`config.mk`:
```
export PLATFORM = sky130hd
export DESIGN_NAME = lockin_freq_sweep_master
export DESIGN_NICKNAME = d
export VERILOG_FILES = /design/src/rtl/lockin_freq_sweep_master.sv
export SDC_FILE = /design/constraint.sdc
export NUM_CORES = 1
export LEC_CHECK = 0
export BUFFER_PORTS_ARGS = -buffer_cell sky130_fd_sc_hd__buf_2
export CAP_MARGIN = 10
export CELL_PAD_IN_SITES_DETAIL_PLACEMENT = 1
export CELL_PAD_IN_SITES_GLOBAL_PLACEMENT = 2
export CORE_MARGIN = 2
export CORE_UTILIZATION = 33
export DETAILED_ROUTE_END_ITERATION = 7
export PLACE_DENSITY_LB_ADDON = 0.1
export SLEW_MARGIN = 20
export SYNTH_ARGS = -nofsm -noshare
export SYNTH_HDL_FRONTEND = slang
export SYNTH_SLANG_ARGS = --single-unit
```
`constraint.sdc`:
```
create_clock -name clk -period 4.2 [get_ports clk]
set_input_delay 0.42 -clock clk [delete_from_list [all_inputs] [get_ports clk]]
set_output_delay 0.42 -clock clk [all_outputs]
set_load 0.1 [all_outputs]
```
`src/rtl/lockin_freq_sweep_master.sv`:
```
// Avalon-MM write master that sweeps the NCO tuning words of all lock-in channels.
// Each point writes every channel register back-to-back, then idles for a programmable dwell.
`timescale 1ns/1ps
module lockin_freq_sweep_master #(
  parameter int unsigned       CH_COUNT    = 8,
  parameter int unsigned       ADDR_W      = 16,
  parameter logic [ADDR_W-1:0] BASE_ADDR   = '0,
  parameter int unsigned       ADDR_STRIDE = 16
) (
  input  logic              clk,
  input  logic              reset_n,
  input  logic              start,
  input  logic              abort,
  input  logic [19:0]       base_word,
  input  logic [19:0]       step_word,
  input  logic [19:0]       chan_spacing,
  input  logic [15:0]       num_points,
  input  logic [23:0]       dwell_cycles,
  output logic [ADDR_W-1:0] avm_address,
  output logic              avm_write,
  output logic [31:0]       avm_writedata,
  input  logic              avm_waitrequest,
  output logic              busy,
  output logic              done,
  output logic [15:0]       cur_point
);

  typedef enum logic [1:0] {StIdle, StWrite, StDwell, StFinish} state_e;

  state_e            state_q, state_d;
  logic [4:0]        ch_q, ch_d;
  logic [15:0]       point_q, point_d;
  logic [19:0]       word_q, word_d;
  logic [19:0]       ch_word_q, ch_word_d;
  logic [23:0]       dwell_cnt_q, dwell_cnt_d;
  logic [19:0]       step_q, step_d;
  logic [19:0]       spacing_q, spacing_d;
  logic [15:0]       npts_q, npts_d;
  logic [23:0]       dwell_q, dwell_d;
  logic              abort_pend_q, abort_pend_d;
  logic [ADDR_W-1:0] avm_address_q, avm_address_d;
  logic              avm_write_q, avm_write_d;
  logic [19:0]       avm_data_q, avm_data_d;
  logic              busy_q, busy_d;
  logic              done_q, done_d;

  logic        last_ch;
  logic        last_point;
  logic [19:0] next_word;
  logic [19:0] next_ch_word;
  logic        go_next;
  logic        go_finish;

  assign last_ch      = (ch_q == 5'(CH_COUNT - 1));
  // 17-bit compare so that a latched count of zero also reads as "last point".
  assign last_point   = (({1'b0, point_q} + 17'd1) >= {1'b0, npts_q});
  assign next_word    = word_q + step_q;
  assign next_ch_word = ch_word_q + spacing_q;

  always_comb begin
    state_d       = state_q;
    ch_d          = ch_q;
    point_d       = point_q;
    word_d        = word_q;
    ch_word_d     = ch_word_q;
    dwell_cnt_d   = dwell_cnt_q;
    step_d        = step_q;
    spacing_d     = spacing_q;
    npts_d        = npts_q;
    dwell_d       = dwell_q;
    abort_pend_d  = abort_pend_q;
    avm_address_d = avm_address_q;
    avm_write_d   = avm_write_q;
    avm_data_d    = avm_data_q;
    busy_d        = busy_q;
    done_d        = 1'b0;
    go_next       = 1'b0;
    go_finish     = 1'b0;

    case (state_q)
      StIdle: begin
        if (start) begin
          step_d       = step_word;
          spacing_d    = chan_spacing;
          npts_d       = num_points;
          dwell_d      = dwell_cycles;
          abort_pend_d = 1'b0;
          point_d      = '0;
          ch_d         = '0;
          word_d       = base_word;
          ch_word_d    = base_word;
          busy_d       = 1'b1;
          if (num_points == 16'd0) begin
            // Pass through an empty dwell so busy is seen for one cycle before done.
            state_d     = StDwell;
            dwell_cnt_d = '0;
          end else begin
            state_d       = StWrite;
            avm_write_d   = 1'b1;
            avm_address_d = BASE_ADDR;
            avm_data_d    = base_word;
          end
        end
      end

      StWrite: begin
        abort_pend_d = abort_pend_q | abort;
        if (!avm_waitrequest) begin
          if (abort_pend_q || abort) begin
            go_finish = 1'b1;
          end else if (!last_ch) begin
            ch_d          = ch_q + 5'd1;
            ch_word_d     = next_ch_word;
            avm_address_d = avm_address_q + ADDR_W'(ADDR_STRIDE);
            avm_data_d    = next_ch_word;
          end else if (dwell_q == 24'd0) begin
            go_next = 1'b1;
          end else begin
            state_d     = StDwell;
            dwell_cnt_d = dwell_q;
            avm_write_d = 1'b0;
          end
        end
      end

      StDwell: begin
        if (abort) begin
          go_finish = 1'b1;
        end else if (dwell_cnt_q <= 24'd1) begin
          go_next = 1'b1;
        end else begin
          dwell_cnt_d = dwell_cnt_q - 24'd1;
        end
      end

      StFinish: begin
        state_d = StIdle;
      end

      default: begin
        state_d = StIdle;
      end
    endcase

    if (go_next) begin
      if (last_point) begin
        go_finish = 1'b1;
      end else begin
        state_d       = StWrite;
        point_d       = point_q + 16'd1;
        word_d        = next_word;
        ch_d          = '0;
        ch_word_d     = next_word;
        avm_address_d = BASE_ADDR;
        avm_data_d    = next_word;
        avm_write_d   = 1'b1;
      end
    end

    if (go_finish) begin
      state_d      = StFinish;
      avm_write_d  = 1'b0;
      busy_d       = 1'b0;
      done_d       = 1'b1;
      abort_pend_d = 1'b0;
    end
  end

  always_ff @(posedge clk) begin
    if (!reset_n) begin
      state_q       <= StIdle;
      ch_q          <= '0;
      point_q       <= '0;
      word_q        <= '0;
      ch_word_q     <= '0;
      dwell_cnt_q   <= '0;
      step_q        <= '0;
      spacing_q     <= '0;
      npts_q        <= '0;
      dwell_q       <= '0;
      abort_pend_q  <= 1'b0;
      avm_address_q <= '0;
      avm_write_q   <= 1'b0;
      avm_data_q    <= '0;
      busy_q        <= 1'b0;
      done_q        <= 1'b0;
    end else begin
      state_q       <= state_d;
      ch_q          <= ch_d;
      point_q       <= point_d;
      word_q        <= word_d;
      ch_word_q     <= ch_word_d;
      dwell_cnt_q   <= dwell_cnt_d;
      step_q        <= step_d;
      spacing_q     <= spacing_d;
      npts_q        <= npts_d;
      dwell_q       <= dwell_d;
      abort_pend_q  <= abort_pend_d;
      avm_address_q <= avm_address_d;
      avm_write_q   <= avm_write_d;
      avm_data_q    <= avm_data_d;
      busy_q        <= busy_d;
      done_q        <= done_d;
    end
  end

  assign avm_address   = avm_address_q;
  assign avm_write     = avm_write_q;
  assign avm_writedata = {12'b0, avm_data_q};
  assign busy          = busy_q;
  assign done          = done_q;
  assign cur_point     = point_q;

endmodule

```
Yosys cells after proc, flatten, opt, wreduce, memory -nomap -nowiden
Cells that the tools add are included.

Div/mod/pow operators: 0. Multiplexer cells: 82. Order comparisons: 2. Shift-type cells: 0. Equality and inequality tests: 12. $mul: 0. Add/subtract/negate cells: 7. Reductions and logical operators: 10. Bitwise gates (word level): 2.

Operators by type and width (number): $mux W20 (17); $mux W24 (8); $mux W16 (11); $pmux W20 S2 (2); $pmux W24 S3 (1); $add A20 B20 Y20 (2); $pmux W16 S2 (1); $mux W5 (6); $le A24 B1 Y1 const B (1); $logic_not A24 Y1 (1); $sub A24 B1 Y24 const B (1); $mux W1 (21); $mux W2 (9); $add A16 B1 Y17 const B (1); $ge A17 B16 Y1 (1); $add A16 B1 Y16 const B (1); $add A16 B5 Y16 const B (1); $logic_not A16 Y1 (1); $ne A2 B2 Y1 const B (8); $pmux W5 S2 (1); $reduce_and A9 Y1 (1); $pmux W1 S2 (4); $pmux W2 S3 (1); $add A5 B1 Y5 const B (1); 11 further kinds (13).

ROM bits: 0. Bits in writable memories: 0. Bits of input ports: 105. Memories: 0. Bits in latches: 0. Flip-flop bits (word level): 207.

Longest topological paths before layout
Depth in word-level cells: 9. Depth in mapped cells: 17.

Worst setup path before layout
OpenSTA, ideal clock, no wires.

Path type: register to register. From: register point_q[0] (netlist: cur_point[0]). To: register ch_word_q[14]. Buffers on the path: 3. Clock period less this slack: 4.455 ns. Setup slack: -0.255 ns. Arrival: 4.335 ns. Stages on the path, launching flop included: 18. Path through: dfxtp_1 ha_1 nand2_1 or3_1 clkbuf_1 nor2_1 nand3_1 xnor2_1 ha_1 and3_1 a221oi_1 o41ai_1 a2111oi_4 nand2b_1 buf_4 buf_6 a21oi_1 or2_1.

Longest elaborated chain between the ends: 4.

RTL lines: start: declaration (RTL line 32) `logic [15:0] point_q, point_d;`; start signal: assignment (RTL line 190) `point_q <= point_d;`; $add A16 B1 Y17 (RTL line 56) `assign last_point = (({1'b0, point_q} + 17'd1) >= {1'b0, npts_q});`; $ge A17 B16 Y1 (RTL line 56); $mux W20 (RTL line 146) `if (last_point) begin`; $mux W20 (RTL line 145) `if (go_next) begin`; end signal: assignment (RTL line 192) `ch_word_q <= ch_word_d;`; end: declaration (RTL line 34) `logic [19:0] ch_word_q, ch_word_d;`.

Every way passes these cells. A chain may end at the register's enable or synchronous reset.

Worst setup path in the final report
From: register point_q[0] (netlist: cur_point[0]). To: register point_q[8] (netlist: cur_point[8]).

Longest elaborated chain between the ends: 4. Elaborated cells between the ends (all ways): 5.

RTL lines (RTL line): $add A16 B1 Y17 (56); $ge A17 B16 Y1 (56); $mux W16 (*) (146); $mux W16 (*) (145).

Every way passes the cells marked *; elsewhere a longest branch is shown, timed or not.

==> impl_metrics.ini <==
[critical_path]
start_kind = flip-flop
crit_buf_inv = 1
path_max_fanout = 21
critPathSlowestCell = a2111oi_4
critPathKind = reg -> reg
worstSetupEndpointType = flip-flop
critPathMaxStageDelay_ns = 0.39
reg2reg_depth = 16
worstPathArrival_ns = 4.26
required_ns = 4.57
path_depth = 16
path_delay_family = compound AO/OA/AOI/OAI gates
crit_chain = ha_1 -> nand2_1 -> or3_1 -> nor2_2 -> nand3_1 -> xnor2_1 -> ha_1 -> and3_1 -> a221oi_1 -> o41ai_1 -> a2111oi_4 -> buf_6 -> nor2_1 -> a21o_1 -> a21oi_1 -> nor2_1

[clock_network]
insertion_delay_ns = 0.54
cts_tree = done
htree_levels = 1
cts_buffers = 27
path_clk_slew_ns = 0.06
cts.sinks = 207
cts_root_buffer = clkbuf_16
hold_buffers = 0
clk_path_buf_depth = 3
cts_setup_buffers = 0

[route]
drt-vias-per-instance = 5.30
drtPass1Iterations = 5
wl_per_cell_um = 18.9
vias = 11000
drtIter0Drc = 451
totalWireLength_mm = 39.3
postRouteAntennaNets = 0
drc_errors = 0

[run]
cap_violations = 0

[global_route]
grt_pass1_wl_mm = 61.7
gr-total-overflow = 0
antenna_found_initial = 0
grt_pass1_vias = 11300
grt_usage = 0.215
grt_max_degree = 92

[logic_synthesis]
synth_xor_area_frac = 0.0553
synth_edf_count = 0
ys_ff_latch = 207
ys_async_sr_fraction = 0
synth_top_area_cell = dfxtp_1
synth_top_cells_by_area = dfxtp_1 (36%), nand2_1 (9.4%), a21oi_1 (8.1%), ha_1 (7.0%), xnor2_1 (4.3%)
synth_top_area_frac = 0.363
synth_area_um2 = 11400
synthCells = 1467
synthAdderAreaFrac = 0.0737
synth_mux_area_frac = 0.0160
synth_top_family_by_area = compound AO/OA/AOI/OAI gates
yosys.area_share.simple = 0.213
synth_flop_cell = dfxtp_1
post_synth.cell_area_avg_um2 = 7.78
synth-compound-area-share = 0.229
synth.distinct_cells = 68
seq_area_frac_synth = 0.363
yosysWarnings = 0

[power]
ir_drop_v = 0.000389
p_total_mw = 8.38
power-per-cell-area_nw_per_um2 = 619
leakagePower_nw = 5.68

[floorplan]
start_util = 0.333
core_um2 = 34300
die-width_um = 190
fp.dieH_um = 190
dieArea_um2 = 36100
placementRows = 68
io_pins = 172

[worst_hold_path]
hp-class = in -> reg
hold_depth = 3

[finish]
final_cell_mix = nand2_1 (285), dfxtp_1 (199), a21oi_1 (184)
layout_commonest_cell = nand2_1
final_nets = 1769
drive_gt1_frac = 0.151
area_growth_pct = 18.6
num_antenna_cells = 0

[timing]
min_period_ns = 3.89
slew_violations = 0
relSlewSlack = 0.287
worstMarginPinSlew_ns = 1.07
period_share = 0.926
fmax_mhz = 257
finalHoldViolations = 0
setup_slack_ns = 0.311
rsz0062_at_grt = yes
final-setup-viol-count = 0
finClkSkew_ns = 0.0191

[place]
hpwl_mm = 28.6
dpl_worst_slack_ns = 0.208
place.gp.congestion = 0.819
portBuffers = 159

[outcome]
status = finished, final reports clean
[synth_stat cells, types with 4 or more instances]
cell type / instances
nand4_1: 10
o21a_1: 10
ha_1: 64
and2_1: 12
nand3_1: 64
dfxtp_1: 207
buf_4: 15
a22oi_1: 38
a21o_1: 19
a211oi_1: 7
o21bai_1: 9
buf_1: 9
o211ai_1: 15
mux2i_1: 16
nor3_1: 22
clkbuf_1: 63
inv_1: 40
o21ai_0: 68
a21oi_1: 184
or3_1: 5
nor2b_1: 4
and3_1: 11
a221oi_1: 7
nor3b_1: 4
nor4_1: 19
a31oi_1: 18
buf_2: 4
nand2_1: 287
a21boi_0: 4
xor2_1: 16
o31ai_1: 4
nor2_1: 80
xnor2_1: 56
nand2b_1: 10
a22o_1: 4
or4_1: 4
[worst paths after layout]
| check | from | endpoint | slack, ns |
|---|---|---|---|
| worst max register to register | cur_point[0] | cur_point[8] | 0.31 |
| worst max-delay path | cur_point[0] | cur_point[8] | 0.31 |
| worst min-delay path | dwell_cycles[16] | dwell_q[16] | 0.12 |
| worst min register to register | npts_q[7] | npts_q[7] | 0.46 |
[power by group]
| group | switching [mW] | internal, mW |
|---|---|---|
| Clock | 0.909 | 1.43 |
| Combinational | 2.41 | 1.07 |
| Sequential | 0.277 | 2.29 |
[stage by stage]
stage	hold slack, ns	cells	utilization	setup TNS (ns)	cell area [um^2]
4_1_cts	0.0947	2073	0.395	0	13500
5_1_grt	0.105	2073	0.395	-0.102	13500
3_5_place_dp	0.451	2024	0.369	0	12600
2_1_floorplan	0.436	1478	-	0	11500
3_3_place_gp	0.440	2024	0.369	0	12600
6_report	0.115	2073	0.395	0	13500
[repair_timing]
action	4_1_cts	5_1_grt
setup endpoints to repair	0	17
gates resized for setup	0	3
endpoints found under the hold margin	0	0
[metal layers]
layer / wire length (um) / track usage / share of wire / vias to the layer above
met4: 703 / 0.0444 / 0.018 / 0
li1: - / - / - / 5444
met2: 19400 / 0.386 / 0.49 / 156
met3: 1330 / 0.0267 / 0.034 / 42
met5: 0 / 0 / 0 / -
met1: 17800 / 0.275 / 0.45 / 5335
[logic make-up after synthesis]
family                     count (synthesis)
AOI/OAI and AO/OA                        424
and+or+nand+nor                          546
xor gates and xnor gates                  72
DFF                                      207
adders and majority gates                 66
other                                      1
muxes                                     18
buffers and inverters                    133
[state kept, by name (all words and copies together) (netlist names)]
| signal | count |
|---|---|
| avm_data_q | 20 |
| npts_q | 16 |
| word_q | 20 |
| dwell_q | 24 |
| done | 1 |
| step_q | 20 |
| ch_word_q | 20 |
| ch_q | 5 |
| abort_pend_q | 1 |
| avm_address | 16 |
| busy | 1 |
| spacing_q | 20 |
| avm_write | 1 |
| state_q | 2 |
| cur_point | 16 |
| dwell_cnt_q | 24 |
[final cells by class]
class / instances / area [um^2]
clock buffer: 43 / 806
clock inverter: 6 / 82.6
fill: 4200 / 20800
inverter: 41 / 156
multi-input combinational: 1138 / 6760
sequential: 207 / 4150
tap: 455 / 569
timing repair buffer: 183 / 1010
[tightest hold or removal path, cell delays in order]
cell	delay, ns
buf_2	0.09
nand2_1	0.05
a21oi_1	0.05
Power figures use the tool's default switching activity.
